## src/rtl/reg_bank_arbiter.sv

```systemverilog
// Round-robin arbiter sharing one BRAM port among NUM_REQ requesters.
// Grants hold for up to MAX_BURST beats; completions return in transfer order after RD_LATENCY cycles.
module reg_bank_arbiter #(
  parameter int unsigned NUM_REQ    = 3,
  parameter int unsigned ADDR_WIDTH = 11,
  parameter int unsigned MAX_BURST  = 4,
  parameter int unsigned RD_LATENCY = 1
) (
  input  logic                          aclk,
  input  logic                          aresetn,
  input  logic [NUM_REQ-1:0]            req_valid,
  output logic [NUM_REQ-1:0]            req_ready,
  input  logic [NUM_REQ*ADDR_WIDTH-1:0] req_addr,
  input  logic [NUM_REQ*32-1:0]         req_wrdata,
  input  logic [NUM_REQ*4-1:0]          req_we,
  output logic [NUM_REQ-1:0]            rsp_valid,
  output logic [31:0]                   rsp_rddata,
  output logic                          BRAM_clk,
  output logic                          BRAM_rst,
  output logic [ADDR_WIDTH-1:0]         BRAM_addr,
  output logic [31:0]                   BRAM_wrdata,
  output logic [3:0]                    BRAM_we,
  output logic                          BRAM_en,
  input  logic [31:0]                   BRAM_rddata
);

  localparam int unsigned IDX_W  = (NUM_REQ > 1) ? $clog2(NUM_REQ) : 1;
  localparam int unsigned BEAT_W = $clog2(MAX_BURST + 1);
  localparam logic [IDX_W-1:0] LAST_RST = IDX_W'(NUM_REQ - 1);

  typedef enum logic {IDLE, GRANT} state_t;

  state_t                         state;
  logic [IDX_W-1:0]               g;
  logic [IDX_W-1:0]               last;
  logic [BEAT_W-1:0]              beat;
  logic [IDX_W-1:0]               sel;
  logic                           sel_hit;
  int unsigned                    cand;
  logic                           xfer;
  logic                           last_beat;
  logic [RD_LATENCY-1:0]          pipe_v;
  logic [RD_LATENCY-1:0][IDX_W-1:0] pipe_o;

  // First valid requester after the previous winner, wrapping around.
  always_comb begin
    sel     = '0;
    sel_hit = 1'b0;
    cand    = 0;
    for (int unsigned i = 1; i <= NUM_REQ; i++) begin
      cand = (32'(last) + i) % NUM_REQ;
      if (!sel_hit && req_valid[IDX_W'(cand)]) begin
        sel     = IDX_W'(cand);
        sel_hit = 1'b1;
      end
    end
  end

  assign req_ready   = (aresetn && state == GRANT) ? (NUM_REQ'(1) << g) : '0;
  assign xfer        = req_valid[g] & req_ready[g];
  assign last_beat   = (beat == BEAT_W'(MAX_BURST - 1));

  assign BRAM_clk    = aclk;
  assign BRAM_rst    = ~aresetn;
  assign BRAM_en     = xfer;
  assign BRAM_addr   = req_addr[32'(g)*ADDR_WIDTH +: ADDR_WIDTH];
  assign BRAM_wrdata = xfer ? req_wrdata[32'(g)*32 +: 32] : 32'h0;
  assign BRAM_we     = xfer ? req_we[32'(g)*4 +: 4] : 4'h0;

  always_ff @(posedge aclk) begin
    if (!aresetn) begin
      state <= IDLE;
      g     <= '0;
      last  <= LAST_RST;
      beat  <= '0;
    end else begin
      case (state)
        IDLE: begin
          if (sel_hit) begin
            g     <= sel;
            last  <= sel;
            state <= GRANT;
          end
        end
        GRANT: begin
          if (!req_valid[g] || (xfer && last_beat)) begin
            state <= IDLE;
            beat  <= '0;
          end else if (xfer) begin
            beat <= beat + BEAT_W'(1);
          end
        end
        default: state <= IDLE;
      endcase
    end
  end

  // Completion pipeline: one {valid, owner} entry per transfer, matched to BRAM read latency.
  always_ff @(posedge aclk) begin
    if (!aresetn) begin
      pipe_v <= '0;
      pipe_o <= '0;
    end else begin
      pipe_v[0] <= xfer;
      pipe_o[0] <= g;
      for (int unsigned i = 1; i < RD_LATENCY; i++) begin
        pipe_v[i] <= pipe_v[i-1];
        pipe_o[i] <= pipe_o[i-1];
      end
    end
  end

  assign rsp_valid  = (aresetn && pipe_v[RD_LATENCY-1]) ? (NUM_REQ'(1) << pipe_o[RD_LATENCY-1]) : '0;
  assign rsp_rddata = BRAM_rddata;

endmodule
```

## config.mk

```make
export PLATFORM = sky130hd
export DESIGN_NAME = reg_bank_arbiter
export DESIGN_NICKNAME = d
export VERILOG_FILES = /design/src/rtl/reg_bank_arbiter.sv
export SDC_FILE = /design/constraint.sdc
export NUM_CORES = 1
export LEC_CHECK = 0
export CAP_MARGIN = 10
export CORE_MARGIN = 8
export CORE_UTILIZATION = 24
export CTS_CLUSTER_DIAMETER = 40
export CTS_CLUSTER_SIZE = 30
export DETAILED_ROUTE_END_ITERATION = 12
export GPL_TIMING_DRIVEN = 0
export MAX_ROUTING_LAYER = met4
export PLACE_DENSITY = 0.79
export SYNTH_ARGS = -nofsm -noshare
export SYNTH_HDL_FRONTEND = slang
export SYNTH_SLANG_ARGS = --single-unit
```

## constraint.sdc

```tcl
create_clock -name aclk -period 2 [get_ports aclk]
set_input_delay 0.2 -clock aclk [delete_from_list [all_inputs] [get_ports aclk]]
set_output_delay 0.2 -clock aclk [all_outputs]
set_load 0.01 [all_outputs]
```

==> results of run 1 <==
## logic make-up after synthesis
group	synth area share, %
buffers and inverters	19.66
AND/OR/NAND/NOR	24.81
AO/OA/AOI/OAI	20.90
flip-flops	9.473
multiplexers	22.79
adder cells (fa/ha/maj)	2.368
## registers in the layout, summed over array words and instances (netlist names)
signal,count
pipe_o,2
pipe_v,1
beat,3
last,1
g,2
state,1
## cell usage in the layout, fill, tap and decap left out, types with 3 or more instances in the layout
cell               n
nor3_1             5
buf_12             3
nor3b_1            5
nor2_1            47
a21oi_1           36
buf_6             31
nor2_2             3
nor2b_1            3
clkdlybuf4s50_1  179
buf_4             51
inv_1              9
a21oi_2            4
mux2i_1           46
dlygate4sd2_1      5
clkbuf_2          14
nor2_4            25
nand2_1           20
dfxtp_1            9
clkbuf_8           8
buf_2             17
o21ai_0           13
ha_1               4
## critical path, delay by kind of cell (launching register included)
family / cells / cell delay, ps
DFF: 1 / 300
and+or+nand+nor: 2 / 520
buffers and inverters: 4 / 600
muxes: 1 / 200
AOI/OAI and AO/OA: 1 / 60
## metal layers
metal / track usage [%] / share of wire, % / wire length [µm] / up-vias
met5: - / 0 / 0 / -
met4: 5.882 / 3.4 / 439 / 0
met3: 5.862 / 7.2 / 946 / 27
met2: 33.60 / 54 / 6996 / 143
met1: 20.32 / 36 / 4690 / 1547
li1: - / - / - / 1600
## stage by stage
step | hold slack, ps | setup TNS, ps | total power, mW | util [%]
final | 227.1 | -5424 | 4.519 | 59.39
after global routing | 246.8 | -7875 | 4.843 | 59.39
after CTS | 471.2 | -6499 | 4.047 | 54.88
after detailed placement | 464.7 | -33050 | 3.454 | 53.04
after global placement | 444.1 | -33000 | 3.390 | 53.04
after floorplan | 291.3 | 0 | 2.134 | -
## power by group through the flow
stage                     logic (mW)  registers (mW)  clock network [mW]
after floorplan                 1.80           0.292              0.0412
after global placement          3.01           0.300              0.0786
after detailed placement        3.07           0.303              0.0786
after CTS                       3.30           0.308               0.441
after global routing            4.07           0.313               0.462
final                           3.78           0.310               0.432
## repair_timing
action / in CTS / in global routing
setup buffers: 13 / 3
cloned: 2 / 2
resized for setup: 228 / 114
setup endpoints to repair: 56 / 54
pin swaps: 10 / 24
## final timing paths
| path | from | to | slack, ps | cells past startpoint |
|---|---|---|---|---|
| min | aresetn | last[1] | 230 | 2 |
| max reg2reg | g[0] | last[1] | -40 | 8 |
| min reg2reg | beat[1] | beat[1] | 480 | 2 |
| max | g[1] | BRAM_wrdata[30] | -210 | 8 |
## layout make-up
cell class	instances	area share [%]
timing repair buffer	250	47.13
clock buffer	7	1.781
multi-input combinational	247	34.15
sequential	10	3.928
antenna	1	0.04879
inverter	9	0.6587
buffer	59	9.661
tap	108	2.635
==> results.ini, run 1 <==
[grt]
grtUsageTotal_pct = 19.25
grt_pass1_wl_mm = 17.68
grt_pass1_vias = 3443
gr-total-overflow = 0
grt_max_degree = 11
antenna_found_initial = 1

[worst_setup_path]
critPathArrivalTime_ps = 2010
worstPathRequired_ps = 1800
max_stage_delay_ps = 450
worstSetupPathType = flip-flop to primary output
slowest_stage = or3b_4
cp_max_fo = 6
start_kind = flip-flop
crit_chain = buf_6 > mux2_4 > a22oi_2 > or3b_4 > buf_12 > clkbuf_16 > nor2_1 > buf_2
cp-end-kind = primary output

[cells_and_area]
stdcell_count = 691
final_area_um2 = 5129
regArea_um2 = 201.4
multiInputGateArea_um2 = 1752
num-nets-final = 766
syn2layout_area_growth_pct = 142.7
n_fill_cell = 762
drive_above_1_share_pct = 30.07

[synth]
yosys_warnings = 0
synthTopCellsByCount = nor2_1, mux2i_1, a21oi_1
synthArstFlopShare_pct = 0
ys_seq_elements = 10
ys_types = 43
synth-main-ff-cell = dfxtp_1
yosysMostFrequentCell = nor2_1
synth_fp_nets = 507
avgSynthCellArea_um2 = 6.502
synth_edf_count = 0
synth_top_area_share_pct = 22.26
ys_seq_area_share_pct = 9.473
yosys.area.top_type = mux2i_1
synth_area_um2 = 2113
synth_cells = 325
synthTopCellsByArea = mux2i_1, nor2_1, buf_4, a21oi_1, dfxtp_1

[timing]
min_period_ps = 2215
fin_ws_ps = -214.6
fin_skew_ps = 2.122
fin_crit_sh_pct = 110.7
clock.fmax_mhz = 451.6
hold_viol = 0
rsz0062_at_grt = true
slew_headroom_pct = 71.64
setup_viol = 39
slew_violations = 0
tightest_slew_ps = 425.4

[floorplan]
io_pins = 266
die_w_um = 109.8
core_area_um2 = 8636
dieHeight_um = 109.8
start_util_pct = 24.47
num_rows = 34
die_area_um2 = 12060

[pwr]
pwr-share-seq_pct = 6.9
p_sw_share_pct = 47.74
p_per_area_nw_per_um2 = 881.0
internal_power_mw = 2.362
combPwrFrac_pct = 83.6
ir_drop_mv = 0.3472
p_leak_nw = 2.117
p_clk_share_pct = 9.6
p_sw_mw = 2.157

[status]
status = finished, violations left
violations = setup timing

[place]
placed_cells = 666
hpwlAfterDp_mm = 10.36
portBuffers = 233
dp_slack_ps = -763.3
placed_cell_area_um2 = 4581
gp_congestion = 0.8923

[clocking]
ctsHoldBuffers = 0
path_clk_slew_ps = 40
cts_tree = yes
clk_latency_ps = 340

[route]
viasPerCell = 4.800
avgRoutedWirePerCell_um = 18.92
drt-initial-drc-count = 129
ant_nets = 0
post-route-drc-count = 0
wirelength_mm = 13.07
vias = 3317
drtPass1Iterations = 4

[run]
cap_violations = 0

[min_path]
min_path_type = primary input to flip-flop

Power figures use the tool's default switching activity.
==> run 2: changes to the inputs <==
- SLEW_MARGIN: unset -> 10
==> results of run 2 <==
The final DEF is identical to that of run 1; final timing and power are the same.
==> run 3: changes to the inputs <==
- ABC_CLOCK_PERIOD_IN_PS: unset -> 2000
- SKIP_CTS_REPAIR_TIMING: unset -> 1
==> run 3 against run 2 <==
The run still ends with setup timing left; critical path depth unchanged; combinational power is 3% lower; highest routed layer unchanged; critical path type unchanged; non-clock buffer count shrank 8; worst setup slack got worse by 50 ps; critical endpoint is now BRAM_we[1]; first-iteration DRC count down 0.78%; largest power group unchanged; total power decreased by 2.5%; global-route usage decreased by 0.64 points; worst hold slack worse by 10 ps; count of clock-buffer cells in the layout is the same.
==> results.ini, run 3 (synthesized netlist as in run 1, its figures left out) <==
[timing]
min_period_ps = 2265  ; +50.41 ps
tightest_slew_ps = 475.6  ; +50.15 ps
rsz0062_at_grt = true
setup_viol = 40  ; +2.6%
slew_violations = 0  ; unchanged
slew_headroom_pct = 68.29  ; -3.3 points
clock.fmax_mhz = 441.5  ; -2.2%
hold_viol = 0  ; unchanged
fin_skew_ps = 2.502  ; +0.3809 ps
fin_tns_setup_ps = -8185  ; -2761 ps
hold_ws_ps = 216.7  ; -10.39 ps
fin_ws_ps = -265.0  ; -50.41 ps
fin_crit_sh_pct = 113.2  ; +2.5 points

[worst_setup_path]
worstReg2RegStart = g[0]
cp-end-kind = primary output
worstPathRequired_ps = 1800  ; about the same
max_stage_delay_ps = 460  ; about the same
crit_chain = buf_6 > inv_1 > a22oi_2 > or3b_4 > buf_12 > buf_12 > nor2_2 > buf_2
critPathArrivalTime_ps = 2060  ; +50 ps
startpoint = g[0]
worstSetupPathType = flip-flop to primary output
cp_max_fo = 7  ; +1
start_kind = flip-flop
path_common_cell = buf_12
slowest_stage = or3b_4

[cells_and_area]
regArea_um2 = 202.7  ; +0.62%
num-nets-final = 758  ; -1.0%
largest_reg_flops = 3  ; unchanged
final_cell_mix = clkdlybuf4s50_1, nor2_1, mux2i_1
syn2layout_area_growth_pct = 141.1
final_core_util_pct = 59.00  ; -0.39 points
stdcell_count = 683  ; -1.2%
multiInputGateArea_um2 = 1720  ; -1.8%
final_common_cell = clkdlybuf4s50_1
top_regs = beat: 3 flops, g: 2 flops, pipe_o: 2 flops
n_fill_cell = 765  ; +0.39%
drive_above_1_share_pct = 25.61  ; -4.5 points
top_register = beat

[clocking]
cts_tree = yes
clk_latency_ps = 330  ; about the same
path_clk_slew_ps = 40  ; about the same

[place]
gp_congestion = 0.8923  ; unchanged
portBuffers = 233  ; unchanged
placed_cells = 666  ; unchanged
hpwlAfterDp_mm = 10.36  ; unchanged

[floorplan]
dieHeight_um = 109.8  ; unchanged
io_pins = 266  ; unchanged
core_area_um2 = 8636  ; unchanged
start_util_pct = 24.47  ; unchanged
die_area_um2 = 12060  ; unchanged
num_rows = 34  ; unchanged
die_w_um = 109.8  ; unchanged

[grt]
grt_pass1_wl_mm = 17.01  ; -3.8%
grt_pass1_vias = 3337  ; -3.1%
gr-total-overflow = 0  ; unchanged
grt_max_degree = 11  ; unchanged
grtUsageTotal_pct = 18.61  ; -0.64 points
antenna_found_initial = 1  ; unchanged

[pwr]
p_per_area_nw_per_um2 = 864.8  ; -1.8%
total_power_mw = 4.406  ; -2.5%
ir_drop_mv = 0.3703  ; +6.7%
p_leak_nw = 2.180  ; +3.0%

[run]
cap_violations = 0  ; unchanged

[route]
viasPerCell = 4.845  ; +0.93%
wirelength_mm = 12.83  ; -1.8%
vias = 3309  ; -0.24%
drt-initial-drc-count = 128  ; -0.78%
ant_nets = 0  ; unchanged
avgRoutedWirePerCell_um = 18.79  ; -0.69%
drtPass1Iterations = 4  ; unchanged
post-route-drc-count = 0  ; unchanged

[status]
violations = setup timing
status = finished, violations left

[min_path]
min_from = aresetn
min_path_type = primary input to flip-flop

run 3: cell types whose count changed in the layout (fill, tap and decap cells not counted), moves of 5 or more:
| cell | delta |
|---|---|
| buf_2 | -7 |
| buf_6 | -5 |
| dlygate4sd2_1 | -5 |
| buf_4 | -7 |
| dlymetal6s2s_1 | +13 |
run 3: where the power goes:
part           total [mW]  internal, mW  switching [mW]
combinational        3.65          1.76            1.89
sequential          0.317         0.263          0.0548
clock               0.443         0.311           0.131
total                4.41          2.33            2.08
run 3: per-layer routing:
| metal | global-route usage, % | vias to the layer above | routed length [µm] |
|---|---|---|---|
| met5 | - | - | 0 |
| met4 | 6.365 | 0 | 393 |
| met3 | 5.803 | 25 | 962 |
| met2 | 32.58 | 151 | 7019 |
| met1 | 19.26 | 1545 | 4457 |
| li1 | - | 1588 | - |
run 3: cell type report:
| cell class | instances | area share, % |
|---|---|---|
| Timing Repair Buffer | 243 | 48.28 |
| Antenna cell | 1 | 0.04912 |
| Inverter | 9 | 0.6631 |
| Clock buffer | 7 | 1.866 |
| Buffer | 58 | 8.743 |
| Tap cell | 108 | 2.652 |
| Sequential cell | 10 | 3.978 |
| Multi-Input combinational cell | 247 | 33.77 |
run 3: final timing paths:
| path | end | slack [ps] | cells after the start |
|---|---|---|---|
| min reg2reg | beat[1] | 470 | 2 |
| max | BRAM_we[1] | -260 | 8 |
| min | last[1] | 220 | 2 |
| max reg2reg | g[1] | -10 | 7 |
run 3: metrics by stage:
step / setup WS, ps / instance area [µm²]
CTS: -1112 / 4663
detailed placement: -763.3 / 4581
finish: -265.0 / 5095
global route: -343.0 / 5095
floorplan: 103.7 / 2113
global placement: -762.8 / 4581
run 3: critical path, delay by kind of cell, from the launching register on:
family,cells,cell delay (ps)
buf+inv,5,740
flops,1,320
simple gates,2,560
compound gates,1,110
